==> src/rtl/el_t_src.sv <==
// rtl/el_t_src.sv - population-coded line source for threshold/majority elements
// Define EL_T_SRC_ROTATE_EN to rotate the active lines each cycle; otherwise a fixed thermometer code is driven.
module el_t_src #(
    parameter int OUT_NUM  = 3,
    parameter int CNT_W    = 8,
    parameter int HOLD_CYC = 4
) (
    input  logic               clk,
    input  logic               rst,
    input  logic [CNT_W-1:0]   cnt_in,
    input  logic               cnt_valid,
    output logic               cnt_ready,
    output logic [OUT_NUM-1:0] out,
    output logic               busy,
    output logic               done
);

    typedef enum logic [1:0] {
        S_IDLE,
        S_DRIVE,
        S_DONE
    } state_t;

    state_t             state_q, state_d;
    logic [15:0]        ptr_q, ptr_d;
    logic [15:0]        hold_q, hold_d;
    logic [CNT_W-1:0]   kk_q, kk_d;
    logic [OUT_NUM-1:0] out_q, out_d;
    logic [15:0]        ptr_nxt;
    logic [CNT_W-1:0]   cnt_sat;

    // Line i is active when its distance past ptr (wrapping) is below k.
    function automatic logic [OUT_NUM-1:0] line_pattern(input logic [15:0] p,
                                                        input logic [CNT_W-1:0] k);
        logic [31:0] off;
        line_pattern = '0;
        for (int i = 0; i < OUT_NUM; i++) begin
            if (32'(i) >= 32'(p))
                off = 32'(i) - 32'(p);
            else
                off = 32'(i) + 32'(OUT_NUM) - 32'(p);
            line_pattern[i] = (off < 32'(k));
        end
    endfunction

    assign cnt_sat = (32'(cnt_in) > 32'(OUT_NUM)) ? CNT_W'(OUT_NUM) : cnt_in;

`ifdef EL_T_SRC_ROTATE_EN
    assign ptr_nxt = (ptr_q == 16'(OUT_NUM - 1)) ? 16'd0 : ptr_q + 16'd1;
`else
    assign ptr_nxt = 16'd0;
`endif

    always_comb begin
        state_d = state_q;
        ptr_d   = ptr_q;
        hold_d  = hold_q;
        kk_d    = kk_q;
        out_d   = '0;
        case (state_q)
            S_IDLE: begin
                if (cnt_valid) begin
                    kk_d    = cnt_sat;
                    hold_d  = 16'(HOLD_CYC - 1);
                    out_d   = line_pattern(ptr_q, cnt_sat);
                    state_d = S_DRIVE;
                end
            end
            S_DRIVE: begin
                ptr_d = ptr_nxt;
                if (hold_q != 16'd0) begin
                    hold_d = hold_q - 16'd1;
                    out_d  = line_pattern(ptr_nxt, kk_q);
                end else begin
                    state_d = S_DONE;
                end
            end
            S_DONE: begin
                state_d = S_IDLE;
            end
            default: begin
                state_d = S_IDLE;
            end
        endcase
    end

    always_ff @(posedge clk) begin
        if (rst) begin
            state_q <= S_IDLE;
            ptr_q   <= '0;
            hold_q  <= '0;
            kk_q    <= '0;
            out_q   <= '0;
        end else begin
            state_q <= state_d;
            ptr_q   <= ptr_d;
            hold_q  <= hold_d;
            kk_q    <= kk_d;
            out_q   <= out_d;
        end
    end

    assign out       = out_q;
    assign cnt_ready = (state_q == S_IDLE);
    assign busy      = (state_q == S_DRIVE) || (state_q == S_DONE);
    assign done      = (state_q == S_DONE);

endmodule
==> config.mk <==
export PLATFORM = sky130hd
export DESIGN_NAME = el_t_src
export DESIGN_NICKNAME = d
export VERILOG_FILES = /design/src/rtl/el_t_src.sv
export SDC_FILE = /design/constraint.sdc
export NUM_CORES = 1
export LEC_CHECK = 0
export BUFFER_PORTS_ARGS = -buffer_cell sky130_fd_sc_hd__clkbuf_2
export CAP_MARGIN = 20
export CELL_PAD_IN_SITES_DETAIL_PLACEMENT = 0
export CELL_PAD_IN_SITES_GLOBAL_PLACEMENT = 1
export CORE_ASPECT_RATIO = 0.9
export CORE_UTILIZATION = 43
export DETAILED_ROUTE_END_ITERATION = 6
export HOLD_SLACK_MARGIN = 0.06
export PLACE_DENSITY = 0.82
export SYNTH_ARGS = -nofsm -noshare
export SYNTH_HDL_FRONTEND = slang
export SYNTH_SLANG_ARGS = --single-unit
export TNS_END_PERCENT = 100
==> constraint.sdc <==
create_clock -name clk -period 2 [get_ports clk]
set_input_delay 0 -clock clk [delete_from_list [all_inputs] [get_ports clk]]
set_output_delay 0 -clock clk [all_outputs]
set_load 0.01 [all_outputs]
# After elaboration in Yosys (flattened, before gate mapping)
# Index checks and enable logic that the tools add are counted.
# word_totals
reg_bits,29
latch_bits,0
ramBits,0
rom_bits,0
inputBits,11
out_inout_bits,6
n_memories,0
# classes
addsub,1
mul,0
div,0
n_lt_le_gt_ge,7
eq_ne,5
shifts,0
mux,22
bitwise_logic,0
n_reduce_logical,7
# op_table
operator,count
$mux 32,12
$lt 32x8->1,6
$mux 16,2
$pmux 16 s2,1
$reduce_bool 16->1,1
$sub 16x1->16 const B,1
$gt 8x2->1 const B,1
$mux 8,1
$mux 3,2
$ne 2x2->1 const B,3
$pmux 3 s2,1
$mux 2,2
$pmux 2 s2,1
$reduce_and 2->1,2
$reduce_and 3->1,1
$eq 2x1->1 const B,1
$eq 2x2->1 const B,1
$logic_not 2->1,1
$reduce_bool 2->1,1
$logic_or 1x1->1,1

# Depth between registers and ports, before layout
# logic_depth
depth_word,6
mapped_depth,9
mapped_depth_nobuf,6

# Worst setup path after synthesis
# OpenSTA, ideal clock, no wires.
# synth_timing
kind,reg2reg
startpoint,register state_q[0]
endpoint,register hold_q[15]
setup_time_ns,0.072
t_arrival_ns,1.816
required_time_ns,1.928
slack_ns,0.112
path_stages_with_launch,9
path_buffers,2
synth_period_minus_slack_ns,1.888
path_cell_list,dfxtp_1 -> inv_1 -> ha_1 -> nand2_2 -> o21a_1 -> clkbuf_1 -> buf_2 -> nor4_1 -> mux2i_1
# synth_between
elab_chain_cells,3
elab_cells_between_ends,7
classes_between,eq/ne: 3; mux: 1; reduce/logical: 3
# synth_rtl
element,line,text
from (decl),24,"state_t state_q, state_d;"
from (signal assigned),95,state_q <= state_d;
$logic_not 2->1 *,-,
via cnt_ready,12,"output logic cnt_ready,"
$ne 2x2->1 (no source line) or $reduce_bool 2->1 (tied branches),-,
$reduce_and 3->1 (no source line),-,
to (signal assigned),97,hold_q <= hold_d;
to (decl),26,"logic [15:0] hold_q, hold_d;"
# Mark *: on every way through the listed nets, which the timed path passes. The rest lies on a longest branch.
# A chain may end at the register's enable or synchronous reset.

# Worst setup path after layout
# layout_timing
startpoint,register hold_q[0]
endpoint,register hold_q[6]
# layout_between
elab_chain_cells,3
elab_cells_between_ends,6
classes_between,add/sub: 1; eq/ne: 1; mux: 2; reduce/logical: 2
# layout_rtl
element,line
$sub 16x1->16 or $reduce_bool 16->1 (tied branches),"72, 71"
$mux 16 or $ne 2x2->1 (tied branches),-
$pmux 16 s2 or $reduce_and 3->1 (tied branches),-
# Parallel ways exist; a longest one is shown, timed or not. The select of a mux whose other input is x is not followed.

==> metrics <==
first-pass GRT wire length 6154 um; slew margin rel. 0.6862; worst path bufs/invs 1; final hold vios 0; most frequent cells in the layout 29 x dfxtp_1, 18 x a21oi_1, 16 x clkbuf_2; Reg-to-Reg End hold_q[6]; grt total ovfl 0; Max VDD drop 1077 uV; row cnt 19; Leak roughly 0.75 nW; fill count 326; Vias about 1.4k; Die Wd 64.03 um; reg2reg path depth 6; clock root buffer master clkbuf_8; Routed Antenna Nets 0; Clock Pin Slew Worst Setup and Hold Paths 0.06 ns; CP endpoint hold_q[6]; GPL Wtd Cong 0.8373; clk_skew about 0.0043 ns; Yosys reg bits 29; Period minus WS final 1.878 ns; Worst path top cell family by delay simple AND/OR/NAND/NOR gates; setup TNS 0 ns; DRC viols 0; Post-Syn Area per Cell 8.969 um2; setup violators final 0; Vias/cell roughly 5.9; pwr/cell area 2113 nW/um2; die area 3702 um2; FF-to-FF Start hold_q[0]; crit path DAT 2.10 ns; total inserted antenna cells 0; maximum clock path buffer count 2; actual slew at the worst max-slew pin 0.4668 ns; I/O pin count 17; synthesized net count approximately 180; R2R Setup Slk 0.12 ns; chip height 57.83 um; Hold Path Class primary input to register; Setup WS post-layout roughly 0.12 ns; CP Data Required Time ~2.2 ns; Fmax 532.5 MHz; Worst path depth 6; commonest non-fill, non-tap cell in the layout dfxtp_1; layout cell share with drive strength beyond 1 0.2323; Post-Syn Area 1489 um2; WL/cell 14.98 um; Placed Area 1685 um2; Final Max Slew Viols 0; Tot GR Track Use 0.2222; Total Wirelength 3594 um; Starting Density 0.4674; CP max stage cell or4_1; largest net degree at the start of global routing 20; drt first pass iters 5; final period utilization 0.9390; CTS buffer count 5; crit path capture type register; Sink Count 29; yosys warns 0; Synth cell types 41; Core Region 3186 um2; crit-path max FO 4; DRT iter0 DRCs 107; crit start category register; crit path kind register to register; clk_lat worst skew roughly 0.28 ns; CP Launch Point hold_q[0]; Crit path largest cell delay 0.40 ns; Synth Instances 166; H-Tree Depth 2; outcome finished clean; # port buffers 16; antenna violations before repair 0; Max-cap violations 0; CTS tree done; final instance area roughly 1800 um2; HP Start cnt_in[1]; ordered cell list for the critical path inv_1, ha_4, or3b_4, or3_1, or4_1, a21oi_1; HPWL after detailed placement between 2000 and 3000 um; DP Worst Slack 0.06016 ns; post-CTS setup repair buffer count 0; Nets 213; Synth-to-Final Area Change 21.51%; RSZ-0062 raised after global routing false; vias in the first global route approximately 1.3k; Seq/Total Area, Yosys 0.3899
[how the worst min path moves through the flow]
stage,end,slack (ns),cells after the start
finish,kk_q[1],0.09,3
CTS,out[0],0.08,3
detailed placement,kk_q[0],0.31,3
global route,out[0],0.12,3
global placement,kk_q[0],0.28,3
floorplan,kk_q[0],0.14,2
[where the power goes]
part	switching (mW)	internal (mW)	leakage (nW)	total (mW)
Clock	0.215	0.272	0.0443	0.488
Sequential	0.230	0.787	0.237	1.02
Combinational	1.25	1.07	0.469	2.32
[per-stage QoR]
step	hold WS, ns	std cells	power, mW	utilization
3_5_place_dp	0.3062	231	3.262	0.5291
4_1_cts	0.07771	240	3.766	0.5625
2_1_floorplan	0.1420	166	2.495	-
6_report	0.08529	240	3.822	0.5680
3_3_place_gp	0.2782	231	3.171	0.5291
5_1_grt	0.1210	240	4.166	0.5680
[area by class of cell]
type / count / area [um2] / area share
timing repair buffer: 31 / 197.7 / 0.1093
multi-input combinational: 123 / 862.1 / 0.4765
tap: 42 / 52.55 / 0.02905
sequential: 29 / 580.6 / 0.3209
inverter: 8 / 30.03 / 0.01660
clock buffer: 7 / 86.33 / 0.04772
[flip-flops by register name (all words and copies together), names as in the netlist]
register  cells
out           3
state_q       2
hold_q       16
kk_q          8
[worst register-to-register path: cells and delay by family, from the launching register on]
kind	cells	cell delay (ns)
buffers and inverters	1	0.11
AO/OA/AOI/OAI	1	0.14
flip-flops	1	0.31
adder cells (fa/ha/maj)	1	0.16
AND/OR/NAND/NOR	3	1.10
[routing by layer]
layer  wire, um  vias up  track usage
met5          0        -            0
met2       1525       34       0.3176
met1       1855      662       0.2960
met4         61        0       0.1039
met3        150        7      0.08268
li1           -      703            -
[cells in the mapped netlist]
cell type,count,area [um2]
a311oi_1,2,17.52
nor2_1,6,22.52
a2111o_1,1,11.26
and2_1,1,6.260
buf_2,3,15.01
buf_6,1,11.26
and3_1,7,43.79
a21oi_1,18,90.09
or3b_1,1,8.760
nor4bb_1,1,10.01
mux2_2,1,11.26
nor4_2,3,37.54
o21ai_0,4,20.02
nand4bb_1,1,11.26
clkbuf_1,2,7.510
dfxtp_1,29,580.6
o21a_1,1,7.510
nand3_1,4,20.02
a211oi_1,2,15.01
or3_1,7,43.79
nand4b_1,2,17.52
nor4_1,3,18.77
mux2i_1,4,40.04
nand2b_1,2,12.51
nor3_1,5,25.02
inv_1,7,26.28
and4_1,2,17.52
o31ai_1,10,75.07
a31oi_1,2,12.51
nor3b_1,1,7.510
or4_1,11,82.58
o21bai_1,1,7.510
and3b_1,1,8.760
nand2_2,1,6.260
nand2_1,9,33.78
ha_1,4,50.05
nor4b_1,1,8.760
nor4_4,1,21.27
nand4_1,2,12.51
a41o_1,1,10.01
clkinv_1,1,3.750
[cell families after synthesis]
family	count (synthesis)	synth area share
AND/OR/NAND/NOR	72	0.3202
multiplexers	5	0.03445
AO/OA/AOI/OAI	42	0.1790
buffers and inverters	14	0.04286
flip-flops	29	0.3899
adder cells (fa/ha/maj)	4	0.03361
[what timing repair did]
item / 4_1_cts / 5_1_grt
endpoints found under the hold margin: 5 / 0
gates resized for setup: 0 / 6
setup endpoints to repair: 0 / 11
hold buffers: 2 / 0
Note: power is estimated with default switching activity, not from simulation.
